===== config.mk =====
export PLATFORM = sky130hd
export DESIGN_NAME = serial_cmd_ctrl
export DESIGN_NICKNAME = d
export VERILOG_FILES = /design/src/rtl/serial_cmd_ctrl.sv
export SDC_FILE = /design/constraint.sdc
export NUM_CORES = 1
export LEC_CHECK = 0
export CAP_MARGIN = 20
export CORE_MARGIN = 4
export CORE_UTILIZATION = 50
export CTS_BUF_LIST = sky130_fd_sc_hd__clkbuf_16
export DETAILED_ROUTE_END_ITERATION = 12
export HOLD_SLACK_MARGIN = 0.06
export PLACE_DENSITY = 0.77
export SLEW_MARGIN = 5
export SYNTH_ARGS = -nofsm -noshare
export SYNTH_HDL_FRONTEND = slang
export SYNTH_SLANG_ARGS = --single-unit
export TNS_END_PERCENT = 100

===== constraint.sdc =====
create_clock -name clk -period 17.94 [get_ports clk]
set_input_delay 5.382 -clock clk [delete_from_list [all_inputs] [get_ports clk]]
set_output_delay 5.382 -clock clk [all_outputs]
set_load 0.005 [all_outputs]

===== src/rtl/serial_cmd_ctrl.sv =====
// Serial command sequencer: builds 5-byte frames, executes the command, returns a 4-byte reply.
// Latency: EXEC one cycle after the 5th byte; first tx_start two cycles after the 5th rx_valid.
// Backpressure: reply bytes wait on tx_ready; frames finishing mid-reply are dropped and flag overrun.
module serial_cmd_ctrl #(
    parameter logic [31:0] COUNT_INIT = 32'd260,
    parameter int unsigned RX_TIMEOUT = 100000,
    parameter logic [31:0] CONST_WORD = 32'h01010101
) (
    input  logic        clk,
    input  logic        reset,
    input  logic        rx_valid,
    input  logic [7:0]  rx_data,
    output logic        tx_start,
    output logic [7:0]  tx_data,
    input  logic        tx_ready,
    output logic [31:0] ram_addr,
    output logic [31:0] ram_wdata,
    output logic        wr_req,
    output logic        rd_req,
    input  logic [31:0] ram_rdata,
    input  logic        ram_rd_valid,
    output logic        overrun
);

    localparam logic [7:0] CMD_ADDR     = 8'h01;
    localparam logic [7:0] CMD_LOAD     = 8'h02;
    localparam logic [7:0] CMD_WRITE    = 8'h03;
    localparam logic [7:0] CMD_READ_REQ = 8'h04;
    localparam logic [7:0] CMD_READ     = 8'h05;
    localparam logic [7:0] CMD_COUNT    = 8'h06;
    localparam logic [7:0] CMD_CONST    = 8'h07;

    // Last idle-cycle index before a partial frame is thrown away.
    localparam logic [31:0] TMO_LAST = (RX_TIMEOUT == 0) ? 32'd0 : 32'(RX_TIMEOUT - 1);
    localparam bit          TMO_ON   = (RX_TIMEOUT != 0);

    typedef enum logic [2:0] {
        S_IDLE,
        S_EXEC,
        S_TX_LOAD,
        S_TX_BUSY,
        S_TX_DONE
    } state_t;

    state_t      state_q;
    state_t      state_d;

    logic [39:0] shift_q;
    logic [2:0]  byte_cnt;
    logic [31:0] tmo_cnt;
    logic        frame_done;

    logic [31:0] resp_q;
    logic [31:0] exec_resp;
    logic [2:0]  bytes_left;
    logic [31:0] count_q;
    logic [31:0] rd_q;

    logic [7:0]  cmd;
    logic [31:0] data;

    // The frame is read straight from the shift register during EXEC; a new
    // byte can only shift it at the end of that cycle, so no extra copy is needed.
    assign cmd        = shift_q[39:32];
    assign data       = shift_q[31:0];
    assign frame_done = rx_valid && (byte_cnt == 3'd4);
    assign tx_data    = resp_q[31:24];

    // Frame assembly: shift bytes in, count to five, drop stale partial frames.
    always_ff @(posedge clk or posedge reset) begin
        if (reset) begin
            shift_q  <= '0;
            byte_cnt <= '0;
            tmo_cnt  <= '0;
        end else if (rx_valid) begin
            shift_q  <= {shift_q[31:0], rx_data};
            byte_cnt <= frame_done ? 3'd0 : byte_cnt + 3'd1;
            tmo_cnt  <= '0;
        end else if (TMO_ON && (byte_cnt != 3'd0)) begin
            if (tmo_cnt >= TMO_LAST) begin
                byte_cnt <= '0;
                tmo_cnt  <= '0;
            end else begin
                tmo_cnt <= tmo_cnt + 32'd1;
            end
        end
    end

    // State register.
    always_ff @(posedge clk or posedge reset) begin
        if (reset) begin
            state_q <= S_IDLE;
        end else begin
            state_q <= state_d;
        end
    end

    // Next-state and strobe outputs; strobes decode from state so reset kills them at once.
    always_comb begin
        state_d  = state_q;
        tx_start = 1'b0;
        wr_req   = 1'b0;
        rd_req   = 1'b0;
        case (state_q)
            S_IDLE: begin
                if (frame_done) state_d = S_EXEC;
            end
            S_EXEC: begin
                wr_req  = (cmd == CMD_WRITE);
                rd_req  = (cmd == CMD_READ_REQ);
                state_d = S_TX_LOAD;
            end
            S_TX_LOAD: begin
                if (tx_ready) begin
                    tx_start = 1'b1;
                    state_d  = S_TX_BUSY;
                end
            end
            S_TX_BUSY: begin
                // uart_tx may hold ready high for a couple of cycles after start.
                if (!tx_ready) state_d = S_TX_DONE;
            end
            S_TX_DONE: begin
                if (tx_ready) state_d = (bytes_left == 3'd1) ? S_IDLE : S_TX_LOAD;
            end
            default: state_d = S_IDLE;
        endcase
    end

    // Response word for the command currently in EXEC.
    always_comb begin
        exec_resp = 32'hFFFF_FFFF;
        case (cmd)
            CMD_ADDR:     exec_resp = data;
            CMD_LOAD:     exec_resp = data;
            CMD_WRITE:    exec_resp = 32'h0000_0003;
            CMD_READ_REQ: exec_resp = 32'h0000_0004;
            CMD_READ:     exec_resp = ram_rd_valid ? ram_rdata : rd_q;
            CMD_COUNT:    exec_resp = count_q;
            CMD_CONST:    exec_resp = CONST_WORD;
            default:      exec_resp = 32'hFFFF_FFFF;
        endcase
    end

    // Command side effects, reply shifting, read capture and overrun flag.
    always_ff @(posedge clk or posedge reset) begin
        if (reset) begin
            resp_q     <= '0;
            bytes_left <= '0;
            ram_addr   <= '0;
            ram_wdata  <= '0;
            count_q    <= COUNT_INIT;
            rd_q       <= '0;
            overrun    <= 1'b0;
        end else begin
            if (ram_rd_valid) rd_q <= ram_rdata;
            if (frame_done && (state_q != S_IDLE)) overrun <= 1'b1;
            case (state_q)
                S_EXEC: begin
                    resp_q     <= exec_resp;
                    bytes_left <= 3'd4;
                    case (cmd)
                        CMD_ADDR:  ram_addr  <= data;
                        CMD_LOAD:  ram_wdata <= data;
                        CMD_COUNT: count_q   <= count_q + 32'd1;
                        default:   ;
                    endcase
                end
                S_TX_DONE: begin
                    if (tx_ready) begin
                        resp_q     <= {resp_q[23:0], 8'h00};
                        bytes_left <= bytes_left - 3'd1;
                    end
                end
                default: ;
            endcase
        end
    end

endmodule


-- After elaboration in Yosys (flattened, before gate mapping)
Index checks and enable logic that the tools add are counted.
- $add $sub $neg: 4
- $lt $le $gt $ge: 1
- equal/unequal tests: 17
- mux-type cells: 23
- reductions and logical operators: 15
- operator list (kind ; count):
    case mux 32 bit (6 select lines) ; 1
    2-to-1 mux 32 bit ; 5
    adder 32 x 1 -> 32 bit (second input constant) ; 2
    case mux 32 bit (2 select lines) ; 1
    == test 8 x 3 -> 1 bit (second input constant) ; 4
    >= comparator 32 x 17 -> 1 bit (second input constant) ; 1
    2-to-1 mux 3 bit ; 9
    == test 8 x 2 -> 1 bit (second input constant) ; 2
    case mux 3 bit (5 select lines) ; 1
    AND reduction 2 bit ; 5
    == test 8 x 1 -> 1 bit (second input constant) ; 1
    inequality test 2 bit (second input constant) ; 4
    == test 3 x 1 -> 1 bit (second input constant) ; 2
    == test 3 x 2 -> 1 bit (second input constant) ; 2
    == test 3 bit (second input constant) ; 2
    case mux 3 bit (2 select lines) ; 1
    nonzero test 2 bit ; 3
    nonzero test 3 bit ; 2
    2-to-1 mux 1 bit ; 4
    AND reduction 4 bit ; 1
    adder 3 x 1 -> 3 bit (second input constant) ; 1
    logical NOT 3 bit ; 1
    subtractor 3 x 1 -> 3 bit (second input constant) ; 1
    logical AND 1 bit ; 2
    2 further kinds ; 2
- register bits after elaboration: 242
- input port bits: 45
- output and inout bits: 76
- word-level logic and storage cells: 71

-- Longest topological paths before layout
- depth in word-level cells: 4
- depth in mapped cells: 8

-- Worst setup path before layout
Ideal clock, no wire load.
- path type: input port to output port
- start: input port tx_ready
- end: output port tx_start
- data arrival time: 5902 ps
- required time: 12558 ps
- setup slack: 6656 ps
- stages: 2
- path through: clkbuf_1 nor4b_1
- longest elaborated chain between the ends: 2
- RTL lines (item ; line ; source):
    from (decl) ; 15 ; input logic tx_ready,
    2-to-1 mux 1 bit ; 114 ; if (tx_ready) begin
    2-to-1 mux 1 bit ; 104 ; case (state_q)
    to (decl) ; 13 ; output logic tx_start,
Every way passes these cells.

-- Final worst setup path
Ends and elaborated chain as after synthesis.

==> impl_results.md <==
- Outcome: finished clean
- Clock tree from TritonCTS: built
- Met2 Resource Use GR: 33.8%
- Worst IR drop on VDD: 0.0000696 V
- Number of endpoints with negative hold slack in the final report: 0
- Via count of the first global-routing pass: 7426
- Setup crit end kind: primary output
- Root buf cell: sky130_fd_sc_hd__clkbuf_16
- Number of DRC markers after the initial detailed-route iteration: 662
- Worst Path Class, Setup: in2out
- Total count of max-transition violations in the final report: 0
- Switching Power: 0.402 mW
- Post-synthesis instance area: 10800 sq um
- Total negative setup slack: 0 ns
- DR WL/cell: 19.4 um
- DP Wirelength: 16600 um
- Number of antenna violations at the first check in global routing: 0
- Static Leak: 5.58 nW
- Logic pwr share: 18.3%
- CP Launch Type: input pin
- Leading cell type in the layout, fill and taps excluded: sky130_fd_sc_hd__dfrtp_1
- Req. time, crit path: 12.56 ns
- Top-level port count: 121
- Start point of the critical path: tx_ready
- Syn. warnings: 0
- Die width: 155 um
- Most common cell type on the critical path: sky130_fd_sc_hd__clkdlybuf4s50_1
- Total number of vias: 7370
- Proportion of synthesized flip-flops having asynchronous set or reset: 100%
- Endpoints failing setup: 0
- Post-route clock skew: 0.00761 ns
- Mean instance size in the synthesized netlist: 12.1 sq um
- Clock insertion delay at the later pin of the skew report: 0.51 ns
- Final Net Count: 1043
- H-Tree Level Count: 1
- Clock slew at the register clock pins of the worst setup and hold paths: 0.06 ns
- Internal portion of total power: 1.10 mW
- Clock Path Buffers: 3
- Critical Path Max Stage Delay: 0.63 ns
- Via-to-Cell Ratio: 5.75
- Part of the Yosys area used for sequential elements: 56.2%
- Maximum number of pins on one net before global-route repair: 97
- Area of the die: 24000 sq um
- Final min period: 12.19 ns
- Core region area: 21200 sq um
- Maximum fanout along the worst path: 9
- Cell chain of the critical path: clkdlybuf4s50_1 > nor4b_1 > clkdlybuf4s50_1
- Part of the power in registers: 47.6%
- Register area: 6060 sq um
- Utilization of the core after routing: 61.1%
- Mapped Nets: 944
- Wire length of the first global-routing pass: 40600 um
- Gpl congestion: 0.800
- Power share of the clock group: 34.1%
- Count of hold-fix buffers inserted at cts: 0
- Primary flip-flop cell chosen by synthesis mapping: sky130_fd_sc_hd__dfrtp_1
- Most used cells in the layout excluding fill and tap cells: sky130_fd_sc_hd__dfrtp_1 (240), sky130_fd_sc_hd__clkdlybuf4s50_1 (119), sky130_fd_sc_hd__mux2_2 (76)
- TritonCTS Buffers: 24
- Global-route layer with the greatest usage: met2
- Total grt overflow: 0
- Post-synth top area share: 55.7%
- Arrival time reported for the critical path endpoint: 6.81 ns
- GR Layer Usage met3: 3.37%
- Starting density of the core: 51.0%
- Class of the tightest hold or removal check: reg2reg
- Dominant cell type by area after synthesis: sky130_fd_sc_hd__dfrtp_1
- Area occupied by multi-input gates: 4390 sq um
- Inserted Diodes: 0
- Setup fix buffers added after clock tree synthesis: 0
- DR pass1 iterations: 6
- Y dimension of the die: 155 um
- GR met1 Demand/Resource: 29.4%
- Startpoint of the most critical hold path: overrun
- Start of the worst register-to-register path: shift_q[35]
- Final-layout fill cell count: 1636
- Remaining antenna violation count: 0
- Post-cts sizing count: 0
- Fraction of final layout cells with drive strength greater than 1: 18.9%
- Power per cell area: 116 nW/um^2
- Number of cells produced by synthesis: 893
- Overall routing resource usage: 20.6%
- Sinks on the clock net: 242
- Tightest Pin Transition: 1.09 ns
- Post-synth EDFFs: 0
- Port Buffer Count: 120
- Maximum clock frequency: 82.0 MHz
- Number of remaining DRC errors: 0
- Worst slew margin: 27.6%
- Synth-to-Final Area Change: 19.9%
- Fraction of the cycle the final worst path needs: 68.0%
- Setup repair after global routing missed its margin: false
- Critical path's slowest cell: sky130_fd_sc_hd__clkdlybuf4s50_1
- Cell row count: 53
- Sw Share: 26.8%
- Post-Route WL: 24900 um
- Netlist cell types: 54
- Top area cells in the synthesized netlist: sky130_fd_sc_hd__dfrtp_1 (56%), sky130_fd_sc_hd__mux2_2 (7.9%), sky130_fd_sc_hd__mux2_4 (7.0%)
- Worst hold slack across all endpoints: 0.480 ns
- Max cap viols: 0
- Synth Register Bits: 242
-- cell usage after synthesis (9+ instances only) --
cell type / n
sky130_fd_sc_hd__inv_1: 11
sky130_fd_sc_hd__mux2_1: 10
sky130_fd_sc_hd__mux2_4: 50
sky130_fd_sc_hd__clkbuf_1: 29
sky130_fd_sc_hd__nor2_1: 50
sky130_fd_sc_hd__xor2_1: 15
sky130_fd_sc_hd__buf_4: 9
sky130_fd_sc_hd__a22oi_1: 23
sky130_fd_sc_hd__xnor2_1: 29
sky130_fd_sc_hd__a31oi_1: 29
sky130_fd_sc_hd__nand3_1: 27
sky130_fd_sc_hd__or3_1: 28
sky130_fd_sc_hd__mux2_2: 76
sky130_fd_sc_hd__nand4_1: 13
sky130_fd_sc_hd__o21ai_0: 38
sky130_fd_sc_hd__and3_1: 11
sky130_fd_sc_hd__nand2_1: 73
sky130_fd_sc_hd__dfrtp_1: 240
sky130_fd_sc_hd__a21oi_1: 26
-- logic make-up (layout without fill, tap and decap cells) --
group	after synthesis	count (layout)	synth area share, %
buffers and inverters	70	183	3.33
XOR/XNOR	44	44	3.57
AO/OA/AOI/OAI	144	144	8.43
flip-flops	242	242	56.2
adder cells (fa/ha/maj)	6	6	0.696
multiplexers	136	136	15.9
AND/OR/NAND/NOR	251	251	11.9
-- power groups by stage --
stage | clock network (mW) | registers (mW) | logic [mW]
2_1_floorplan | 0 | 0.688 | 0.187
3_3_place_gp | 0 | 0.717 | 0.265
3_5_place_dp | 0 | 0.721 | 0.273
4_1_cts | 0.521 | 0.713 | 0.277
5_1_grt | 0.544 | 0.726 | 0.302
6_report | 0.511 | 0.714 | 0.274
-- flip-flops by register name, summed over array words and instances (netlist names) --
name	cells
overrun	1
shift_q	40
bytes_left	3
rd_q	32
state_q	3
byte_cnt	3
resp_q	32
count_q	32
ram_addr	32
ram_wdata	32
tmo_cnt	32
-- critical path, delay by kind of cell --
kind	cells	cell delay (ns)
and+or+nand+nor	1	0.25
buffers and inverters	2	1.18
-- stage by stage --
stage               setup slack, ns  cell area, sq um  power, mW  cells
floorplan                      5.92             10800      0.875    893
global placement               5.71             12100      0.982   1239
detailed placement             5.73             12100      0.994   1240
CTS                            5.73             12900       1.51   1280
global route                   5.61             12900       1.57   1281
finish                         5.75             12900       1.50   1281
-- layout make-up --
cell class,instances,share of cell area [%]
Inverter,11,0.377
Clock inverter,15,1.32
Sequential cell,242,46.9
Multi-Input combinational cell,581,33.9
Tap cell,275,2.66
Clock buffer,25,4.84
Timing Repair Buffer,132,10.0
-- path summary, 6_finish.rpt --
check	end	slack (ns)	depth (start not counted)
max	tx_start	5.75	3
min	overrun	0.48	1
max reg2reg	ram_wdata[8]	15.16	5
min reg2reg	overrun	0.48	1
max in group asynchronous	shift_q[39]	11.13	3
min in group asynchronous	ram_addr[1]	5.38	2
-- metal layers --
metal	vias up	part of all wire, %	wire, um
met5	-	0	0
met4	0	1.8	436
met3	34	5.9	1460
met2	246	48	11900
met1	3702	45	11100
li1	3388	-	-
Note: power is estimated with default switching activity, not from simulation.
